[config.mk]
export PLATFORM = sky130hd
export DESIGN_NAME = pong_engine_flat
export DESIGN_NICKNAME = d
export VERILOG_FILES = /design/src/rtl/pong_if.sv /design/src/rtl/pong_engine.sv /design/src/flat_wrapper.sv
export SDC_FILE = /design/constraint.sdc
export NUM_CORES = 1
export LEC_CHECK = 0
export CAP_MARGIN = 15
export CORE_MARGIN = 1
export CORE_UTILIZATION = 45
export DETAILED_ROUTE_END_ITERATION = 10
export GPL_ROUTABILITY_DRIVEN = 0
export GPL_TIMING_DRIVEN = 0
export PLACE_DENSITY = 0.69
export SLEW_MARGIN = 10
export SYNTH_ARGS = -nofsm -noshare
export SYNTH_HDL_FRONTEND = slang
export SYNTH_SLANG_ARGS = --single-unit
[constraint.sdc]
create_clock -name clk -period 2.6 [get_ports clk]
set_clock_uncertainty 0.15 [all_clocks]
set_input_delay 0.26 -clock clk [delete_from_list [all_inputs] [get_ports clk]]
set_output_delay 0.26 -clock clk [all_outputs]
set_load 0.02 [all_outputs]
[src/rtl/pong_if.sv]
// Pong engine bundle: per-frame controls in, LED-renderer positions and scores out.
interface pong_if;
   logic       tick;
   logic       p1_up;
   logic       p1_dn;
   logic       p2_up;
   logic       p2_dn;
   logic       serve;
   logic [5:0] bx;
   logic [5:0] by;
   logic [5:0] p1y;
   logic [5:0] p2y;
   logic [2:0] sc1;
   logic [2:0] sc2;
   logic       game_over;
   logic       winner;

   modport master (
      output tick, p1_up, p1_dn, p2_up, p2_dn, serve,
      input  bx, by, p1y, p2y, sc1, sc2, game_over, winner
   );

   modport slave (
      input  tick, p1_up, p1_dn, p2_up, p2_dn, serve,
      output bx, by, p1y, p2y, sc1, sc2, game_over, winner
   );
endinterface

[src/rtl/pong_engine.sv]
// Pong game engine on a 64x64 field: ball, two paddles, scoring and game flow.
// Optional macro PONG_AI_EN: P2 paddle tracks the ball instead of p2_up/p2_dn.
module pong_engine #(
   parameter int PADDLE_LEN  = 8,
   parameter int WIN_SCORE   = 7,
   parameter int PAUSE_TICKS = 32
) (
   input  logic  clk,
   input  logic  rst,
   pong_if.slave bus
);
   typedef enum logic [1:0] {IDLE, PLAY, POINT, OVER} state_t;

   localparam logic [5:0] PAD_MAX  = 6'(64 - PADDLE_LEN);
   localparam logic [5:0] PAD_MID  = 6'((64 - PADDLE_LEN) / 2);
   localparam logic [5:0] CENTRE   = 6'd32;
   localparam logic [6:0] PAD_LEN7 = 7'(PADDLE_LEN);
   localparam logic [2:0] WIN3     = 3'(WIN_SCORE);
   localparam logic [7:0] PAUSE8   = 8'(PAUSE_TICKS);

   state_t     state_reg, state_next;
   logic [5:0] bx_reg, bx_next, by_reg, by_next;
   logic [5:0] p1y_reg, p1y_next, p2y_reg, p2y_next;
   logic [2:0] sc1_reg, sc1_next, sc2_reg, sc2_next;
   logic       go_reg, go_next, win_reg, win_next;
   logic       dx_reg, dx_next;   // 1 = moving right
   logic       dy_reg, dy_next;   // 1 = moving down
   logic [7:0] pause_reg, pause_next;
   logic       p2_up_eff, p2_dn_eff;

   // One paddle step: exclusive up/down moves a row, clamped to the field.
   function automatic logic [5:0] paddle_step(input logic [5:0] y, input logic up, input logic dn);
      logic [5:0] r;
      r = y;
      if (up && !dn && y != 6'd0)
         r = y - 6'd1;
      else if (dn && !up && y < PAD_MAX)
         r = y + 6'd1;
      return r;
   endfunction

   // True when row y lies on the paddle whose top row is top.
   function automatic logic in_span(input logic [5:0] y, input logic [5:0] top);
      return ({1'b0, y} >= {1'b0, top}) && ({1'b0, y} < ({1'b0, top} + PAD_LEN7));
   endfunction

`ifdef PONG_AI_EN
   logic [6:0] p2_mid;
   assign p2_mid    = {1'b0, p2y_reg} + 7'(PADDLE_LEN / 2);
   assign p2_up_eff = p2_mid > {1'b0, by_reg};
   assign p2_dn_eff = p2_mid < {1'b0, by_reg};
`else
   assign p2_up_eff = bus.p2_up;
   assign p2_dn_eff = bus.p2_dn;
`endif

   // Next-state, ball physics, scoring and paddle motion.
   always_comb begin
      state_next = state_reg;
      bx_next    = bx_reg;
      by_next    = by_reg;
      p1y_next   = p1y_reg;
      p2y_next   = p2y_reg;
      sc1_next   = sc1_reg;
      sc2_next   = sc2_reg;
      go_next    = go_reg;
      win_next   = win_reg;
      dx_next    = dx_reg;
      dy_next    = dy_reg;
      pause_next = pause_reg;

      if (bus.tick && state_reg != OVER) begin
         p1y_next = paddle_step(p1y_reg, bus.p1_up, bus.p1_dn);
         p2y_next = paddle_step(p2y_reg, p2_up_eff, p2_dn_eff);
      end

      case (state_reg)
         IDLE: begin
            bx_next = CENTRE;
            by_next = CENTRE;
            if (bus.serve)
               state_next = PLAY;
         end
         PLAY: begin
            if (bus.tick) begin
               if (!dx_reg && bx_reg == 6'd0) begin
                  // P1 missed; ball stays frozen where it left the field.
                  if (sc2_reg != WIN3)
                     sc2_next = sc2_reg + 3'd1;
                  if (sc2_reg + 3'd1 >= WIN3) begin
                     state_next = OVER;
                     go_next    = 1'b1;
                     win_next   = 1'b1;
                  end else begin
                     state_next = POINT;
                     pause_next = PAUSE8;
                  end
               end else if (dx_reg && bx_reg == 6'd63) begin
                  if (sc1_reg != WIN3)
                     sc1_next = sc1_reg + 3'd1;
                  if (sc1_reg + 3'd1 >= WIN3) begin
                     state_next = OVER;
                     go_next    = 1'b1;
                     win_next   = 1'b0;
                  end else begin
                     state_next = POINT;
                     pause_next = PAUSE8;
                  end
               end else begin
                  // Vertical and horizontal reflections are independent so corners reflect both.
                  if (!dy_reg && by_reg == 6'd0) begin
                     dy_next = 1'b1;
                     by_next = 6'd1;
                  end else if (dy_reg && by_reg == 6'd63) begin
                     dy_next = 1'b0;
                     by_next = 6'd62;
                  end else begin
                     by_next = dy_reg ? by_reg + 6'd1 : by_reg - 6'd1;
                  end
                  // Paddle hits use the paddle rows as they stood before this tick.
                  if (!dx_reg && bx_reg == 6'd2 && in_span(by_reg, p1y_reg)) begin
                     dx_next = 1'b1;
                     bx_next = 6'd3;
                  end else if (dx_reg && bx_reg == 6'd61 && in_span(by_reg, p2y_reg)) begin
                     dx_next = 1'b0;
                     bx_next = 6'd60;
                  end else begin
                     bx_next = dx_reg ? bx_reg + 6'd1 : bx_reg - 6'd1;
                  end
               end
            end
         end
         POINT: begin
            if (bus.tick) begin
               if (pause_reg <= 8'd1) begin
                  // dx already points at the conceding side, so only dy flips.
                  bx_next    = CENTRE;
                  by_next    = CENTRE;
                  dy_next    = ~dy_reg;
                  pause_next = 8'd0;
                  state_next = IDLE;
               end else begin
                  pause_next = pause_reg - 8'd1;
               end
            end
         end
         OVER: begin
            if (bus.serve) begin
               sc1_next   = 3'd0;
               sc2_next   = 3'd0;
               go_next    = 1'b0;
               win_next   = 1'b0;
               bx_next    = CENTRE;
               by_next    = CENTRE;
               p1y_next   = PAD_MID;
               p2y_next   = PAD_MID;
               state_next = IDLE;
            end
         end
         default: state_next = IDLE;
      endcase
   end

   // State register with synchronous reset overriding every other input.
   always_ff @(posedge clk) begin
      if (rst) begin
         state_reg <= IDLE;
         bx_reg    <= CENTRE;
         by_reg    <= CENTRE;
         p1y_reg   <= PAD_MID;
         p2y_reg   <= PAD_MID;
         sc1_reg   <= 3'd0;
         sc2_reg   <= 3'd0;
         go_reg    <= 1'b0;
         win_reg   <= 1'b0;
         dx_reg    <= 1'b1;
         dy_reg    <= 1'b1;
         pause_reg <= 8'd0;
      end else begin
         state_reg <= state_next;
         bx_reg    <= bx_next;
         by_reg    <= by_next;
         p1y_reg   <= p1y_next;
         p2y_reg   <= p2y_next;
         sc1_reg   <= sc1_next;
         sc2_reg   <= sc2_next;
         go_reg    <= go_next;
         win_reg   <= win_next;
         dx_reg    <= dx_next;
         dy_reg    <= dy_next;
         pause_reg <= pause_next;
      end
   end

   assign bus.bx        = bx_reg;
   assign bus.by        = by_reg;
   assign bus.p1y       = p1y_reg;
   assign bus.p2y       = p2y_reg;
   assign bus.sc1       = sc1_reg;
   assign bus.sc2       = sc2_reg;
   assign bus.game_over = go_reg;
   assign bus.winner    = win_reg;
endmodule

[src/flat_wrapper.sv]
// flat-port wrapper written by rule: the top's interface ports become plain ports
module pong_engine_flat 
#(
   parameter int PADDLE_LEN  = 8,
   parameter int WIN_SCORE   = 7,
   parameter int PAUSE_TICKS = 32
)
  (clk, rst, bus_tick, bus_p1_up, bus_p1_dn, bus_p2_up, bus_p2_dn, bus_serve, bus_bx, bus_by, bus_p1y, bus_p2y, bus_sc1, bus_sc2, bus_game_over, bus_winner);
  pong_if bus_i ();
  input  logic clk;
  input  logic rst;
  input wire logic [$bits(bus_i.tick)-1:0] bus_tick;
  input wire logic [$bits(bus_i.p1_up)-1:0] bus_p1_up;
  input wire logic [$bits(bus_i.p1_dn)-1:0] bus_p1_dn;
  input wire logic [$bits(bus_i.p2_up)-1:0] bus_p2_up;
  input wire logic [$bits(bus_i.p2_dn)-1:0] bus_p2_dn;
  input wire logic [$bits(bus_i.serve)-1:0] bus_serve;
  output wire logic [$bits(bus_i.bx)-1:0] bus_bx;
  output wire logic [$bits(bus_i.by)-1:0] bus_by;
  output wire logic [$bits(bus_i.p1y)-1:0] bus_p1y;
  output wire logic [$bits(bus_i.p2y)-1:0] bus_p2y;
  output wire logic [$bits(bus_i.sc1)-1:0] bus_sc1;
  output wire logic [$bits(bus_i.sc2)-1:0] bus_sc2;
  output wire logic [$bits(bus_i.game_over)-1:0] bus_game_over;
  output wire logic [$bits(bus_i.winner)-1:0] bus_winner;
  assign bus_i.tick = bus_tick;
  assign bus_i.p1_up = bus_p1_up;
  assign bus_i.p1_dn = bus_p1_dn;
  assign bus_i.p2_up = bus_p2_up;
  assign bus_i.p2_dn = bus_p2_dn;
  assign bus_i.serve = bus_serve;
  assign bus_bx = bus_i.bx;
  assign bus_by = bus_i.by;
  assign bus_p1y = bus_i.p1y;
  assign bus_p2y = bus_i.p2y;
  assign bus_sc1 = bus_i.sc1;
  assign bus_sc2 = bus_i.sc2;
  assign bus_game_over = bus_i.game_over;
  assign bus_winner = bus_i.winner;
  pong_engine #(.PADDLE_LEN(PADDLE_LEN), .WIN_SCORE(WIN_SCORE), .PAUSE_TICKS(PAUSE_TICKS)) u_core (.clk(clk), .rst(rst), .bus(bus_i));
endmodule
==> flow_results.org <==
** Run status
- Outcome :: finished with violations
- The checks that failed: setup timing.

** Logic synthesis
- Summing the sequential cell areas from Yosys gives 25.51% of the chip area.
- Proportion of synthesized flip-flops having asynchronous set or reset :: 0%
- The top cell type by area accounts for 25.51% of the synthesized area.
- By area the synthesized netlist is led by sky130_fd_sc_hd__dfxtp_1 26%, sky130_fd_sc_hd__ha_1 18%, sky130_fd_sc_hd__a21oi_1 5.8%.
- Summing every instance area after synthesis gives 0.003453 mm².
- The largest total area in the synthesized netlist belongs to sky130_fd_sc_hd__dfxtp_1.
- Yosys warnings :: 0
- In this run the mean area of a mapped cell was 7.957 µm².
- Number of enable-type register cells in the synthesized netlist :: 0
- When the netlist entered floorplanning its net count stood at 494.
- Number of unique standard cell types used by synthesis :: 53
- Synthesis produced a netlist whose cell count is 434.
- After synthesis the netlist holds a flip-flop and latch count of 44.
- Primary FF master, synth :: sky130_fd_sc_hd__dfxtp_1

** GRT
- Entering global routing, the biggest net connects 15 pins.
- Total overflow reported by the global router :: 0
- Global-route wire length before repair :: 14280 µm
- The number of global-route vias before repair was 2912.
- Global routing used 22.82% of the available tracks.
- The initial antenna violation count was 0.

** Timing
- Headroom to the max-slew limit came out at 51.68%.
- The final hold violation count is 0.
- Dividing the final minimum period by the clock period gives 107.3%.
- Max Clk Rate :: 0.3585 GHz
- Unrepaired setup endpoints after global routing :: true
- Final setup violation count :: 8
- Final Max Tran Viols :: 0
- Total negative slack :: -0.9576 ns
- In the post-route analysis, the smallest setup slack over all paths is -0.1892 ns.
- For the pin with the worst max-slew slack, the measured transition is 0.7248 ns.
- Min cycle time layout :: 2.789 ns

** Floorplan
- Floorplan row count :: 31
- Overall die width :: 89.60 µm
- Total I/O pin count :: 40
- Area of the core region :: 0.007331 mm²
- The floorplan step set the die height to 89.60 µm.
- Total Die Area :: 0.008028 mm²
- Starting density of the core :: 47.11%

** Placed design
- DP Wirelength :: 6326 µm
- Buffers placed on the I/O ports in this run total 39.
- Cell count after placement :: 572
- Post-Place Worst Slack :: -0.3341 ns

** Routing
- The detailed router finished its first iteration with 119 violations.
- The routed layout has 3311 vias.
- The detail route stage leaves a number of antenna-violating nets equal to 0.
- The pre-antenna-repair detailed-routing pass consisted of 5 iterations.
- # DRC :: 0
- Post-detailed-route wirelength per cell :: 15.21 µm
- Using the TritonRoute via totals, the vias-per-cell ratio works out to 5.709.
- After detailed routing, the total wire length is 8824 µm.

** Pwr
- Of the total power, the share spent switching nets is 39.23%.
- The analysis attributes to cell leakage a power of 0.001731 µW.
- The worst-case IR drop observed on VDD is 0.0003036 V.
- Combinational share of power :: 42.6%
- Net switching component of the power :: 965.9 µW
- Power spread over the standard cell area amounts to 582.7 mW/mm².
- Sequential Power Share :: 33.9%
- In this run, the clock network consumes 23.5% of the power.
- Cell internal pwr :: 1496 µW

** Finish
- The net count of the finished layout is 540.
- Ratio of cells with drive above 1 in the final layout :: 10.19%
- The repair_antennas step left the layout with diodes totalling 0.
- Number of flip-flops in the largest register :: 8
- Compared with the post-synthesis result, the final layout area differs by 22.36%.
- Finished Layout Cells :: 580
- Final core utilization :: 57.64%

** Setup path
- Data arrives at the worst endpoint at 2.87 ns.
- STA classifies the critical path startpoint as a flip-flop.
- Buf+Inv Stages, Crit Path :: 1
- Top Family by Delay on Critical Path :: simple AND/OR/NAND/NOR gates
- Reg-to-reg setup timing slack :: -0.19 ns
- In this design, the stage delay of the slowest critical-path cell is 0.55 ns.
- Along the worst path, the maximum fanout reaches 6.
- Setup CP Type :: reg2reg
- The signal on the critical path passes through or4_4 > or4_4 > mux2i_2 > a211o_4 > buf_6 > or2_4 > o31ai_4.
- The worst setup path is captured at a flip-flop.
- Among the stages of the critical path, the cell type that occurs most often is sky130_fd_sc_hd__or4_4.
- Highest-delay cell along the critical path :: sky130_fd_sc_hd__or4_4
- Data required time at the worst endpoint :: 2.68 ns

** CTS
- TritonCTS sink count :: 44
- The clock tree synthesis step divided the H-tree into 2 levels.
- The cell sitting at the root of the clock tree is a sky130_fd_sc_hd__clkbuf_8.
- Clock transition at the register clock pins on the worst setup and hold paths after CTS :: 0.09 ns
- Clk Latency, worst-skew pair :: 0.31 ns
- TritonCTS built the clock tree.
- Worst-case clock buffer depth :: 2
- Counting the buffers created by CTS gives 5.

** Min path
- The tightest min-delay check is of the reg2reg type.

** Flow run
- Max-cap violations in this run came to 0.
## area by class of cell
class | count | area (µm²)
Tap cell | 99 | 123.9
Inverter | 33 | 123.9
Clock buffer | 6 | 82.58
Clock inverter | 2 | 38.79
Sequential cell | 44 | 897.1
Multi-Input combinational cell | 345 | 2499
Timing Repair Buffer | 44 | 425.4
Buffer | 7 | 35.03
Fill cell | 678 | 3105
## stage by stage
step           area [µm²]  hold slack, ns  power [µW]
4_1_cts              4173          0.3253        2417
5_1_grt              4225          0.3746        2629
2_1_floorplan        3463          0.2628        1516
6_report             4225          0.3348        2462
3_3_place_gp         3978          0.3112        1769
3_5_place_dp         3978          0.3124        1785
## worst register-to-register path: cells and delay by family (launching register included)
| family | cells | cell delay [ns] |
|---|---|---|
| flops | 1 | 0.35 |
| simple gates | 3 | 1.32 |
| mux | 1 | 0.21 |
| compound gates | 2 | 0.55 |
| buf+inv | 1 | 0.14 |
## path summary, 6_finish.rpt
check	from	to	cells after the start
setup / recovery	u_core.bus.bx[3]	u_core.pause_reg[0]	7
setup reg to reg	u_core.bus.bx[3]	u_core.pause_reg[0]	7
hold / removal	u_core.pause_reg[5]	u_core.pause_reg[5]	2
hold reg to reg	u_core.pause_reg[5]	u_core.pause_reg[5]	2
## metal layers
metal  vias up  global-route usage (%)  share of wire [%]
met5         -                       0                  0
met4         0                   5.339               0.87
met3         8                   3.108                4.5
met2        74                   36.02                 45
met1      1555                   32.92                 49
li1       1674                       -                  -
## layout by cell type, fill, tap and decap left out, types with 3 or more instances in the layout
master and count:
sky130_fd_sc_hd__ha_1 50, sky130_fd_sc_hd__nor2_1 40, sky130_fd_sc_hd__clkdlybuf4s50_1 39, sky130_fd_sc_hd__a21oi_1 37, sky130_fd_sc_hd__nand2_1 35, sky130_fd_sc_hd__dfxtp_1 35
sky130_fd_sc_hd__inv_1 31, sky130_fd_sc_hd__o21ai_0 17, sky130_fd_sc_hd__xnor2_1 15, sky130_fd_sc_hd__or3_1 13, sky130_fd_sc_hd__o211ai_1 10, sky130_fd_sc_hd__nand3_1 9
sky130_fd_sc_hd__nor3_1 8, sky130_fd_sc_hd__nand2b_1 7, sky130_fd_sc_hd__nand4_1 7, sky130_fd_sc_hd__o21ai_1 7, sky130_fd_sc_hd__dfxtp_2 7, sky130_fd_sc_hd__a211oi_1 6
sky130_fd_sc_hd__clkbuf_8 6, sky130_fd_sc_hd__o31ai_1 5, sky130_fd_sc_hd__a31oi_1 5, sky130_fd_sc_hd__clkbuf_1 5, sky130_fd_sc_hd__or4_4 4, sky130_fd_sc_hd__nor2b_1 4
sky130_fd_sc_hd__nor4_1 4, sky130_fd_sc_hd__xor2_1 4, sky130_fd_sc_hd__mux2i_1 4, sky130_fd_sc_hd__buf_4 4, sky130_fd_sc_hd__o21a_1 3, sky130_fd_sc_hd__nand3b_1 3
sky130_fd_sc_hd__a211o_1 3, sky130_fd_sc_hd__a21oi_2 3, sky130_fd_sc_hd__or4_1 3, sky130_fd_sc_hd__a21o_1 3, sky130_fd_sc_hd__o2bb2ai_1 3
## kinds of logic (layout without fill, tap and decap cells)
| family | after synthesis | in the layout | synth area share [%] |
|---|---|---|---|
| XOR/XNOR | 19 | 19 | 4.819 |
| AO/OA/AOI/OAI | 117 | 117 | 21.49 |
| flip-flops | 44 | 44 | 25.51 |
| multiplexers | 6 | 6 | 1.775 |
| AND/OR/NAND/NOR | 151 | 151 | 21.96 |
| adder cells (fa/ha/maj) | 52 | 52 | 19.28 |
| buffers and inverters | 45 | 92 | 5.181 |
## power by group through the flow
stage               Clock [µW]  Sequential [µW]  Combinational (µW)
detailed placement           0              846                 939
global route               622              849                1160
floorplan                    0              859                 657
global placement             0              844                 925
finish                     579              835                1050
CTS                        584              829                1000
## synth_stat cells, types with 2 or more instances
cell type	number
sky130_fd_sc_hd__ha_1	50
sky130_fd_sc_hd__dfxtp_1	44
sky130_fd_sc_hd__a21oi_1	40
sky130_fd_sc_hd__nor2_1	40
sky130_fd_sc_hd__nand2_1	36
sky130_fd_sc_hd__inv_1	32
sky130_fd_sc_hd__o21ai_0	20
sky130_fd_sc_hd__xnor2_1	15
sky130_fd_sc_hd__or3_1	13
sky130_fd_sc_hd__o211ai_1	10
sky130_fd_sc_hd__nand3_1	9
sky130_fd_sc_hd__nor3_1	9
sky130_fd_sc_hd__clkbuf_1	8
sky130_fd_sc_hd__nand2b_1	7
sky130_fd_sc_hd__nand4_1	7
sky130_fd_sc_hd__or4_1	7
sky130_fd_sc_hd__a211oi_1	6
sky130_fd_sc_hd__a31oi_1	5
sky130_fd_sc_hd__mux2i_1	5
sky130_fd_sc_hd__nor4_1	5
sky130_fd_sc_hd__o31ai_1	5
sky130_fd_sc_hd__a211o_1	4
sky130_fd_sc_hd__nor2b_1	4
sky130_fd_sc_hd__o21ai_1	4
sky130_fd_sc_hd__xor2_1	4
sky130_fd_sc_hd__a21o_1	3
sky130_fd_sc_hd__and3_1	3
sky130_fd_sc_hd__nand3b_1	3
sky130_fd_sc_hd__o21a_1	3
sky130_fd_sc_hd__o2bb2ai_1	3
sky130_fd_sc_hd__o41ai_1	3
sky130_fd_sc_hd__a2111oi_0	2
sky130_fd_sc_hd__buf_2	2
sky130_fd_sc_hd__fa_1	2
sky130_fd_sc_hd__nand4b_1	2
sky130_fd_sc_hd__o21bai_1	2
## repair_timing
item,in CTS,in global routing
gates cloned,1,0
endpoints found under the setup margin,22,30
hold buffers,0,0
resized for setup,19,23
pin swaps,8,3
buffers inserted,4,0
(Power assumes the default switching activity.)
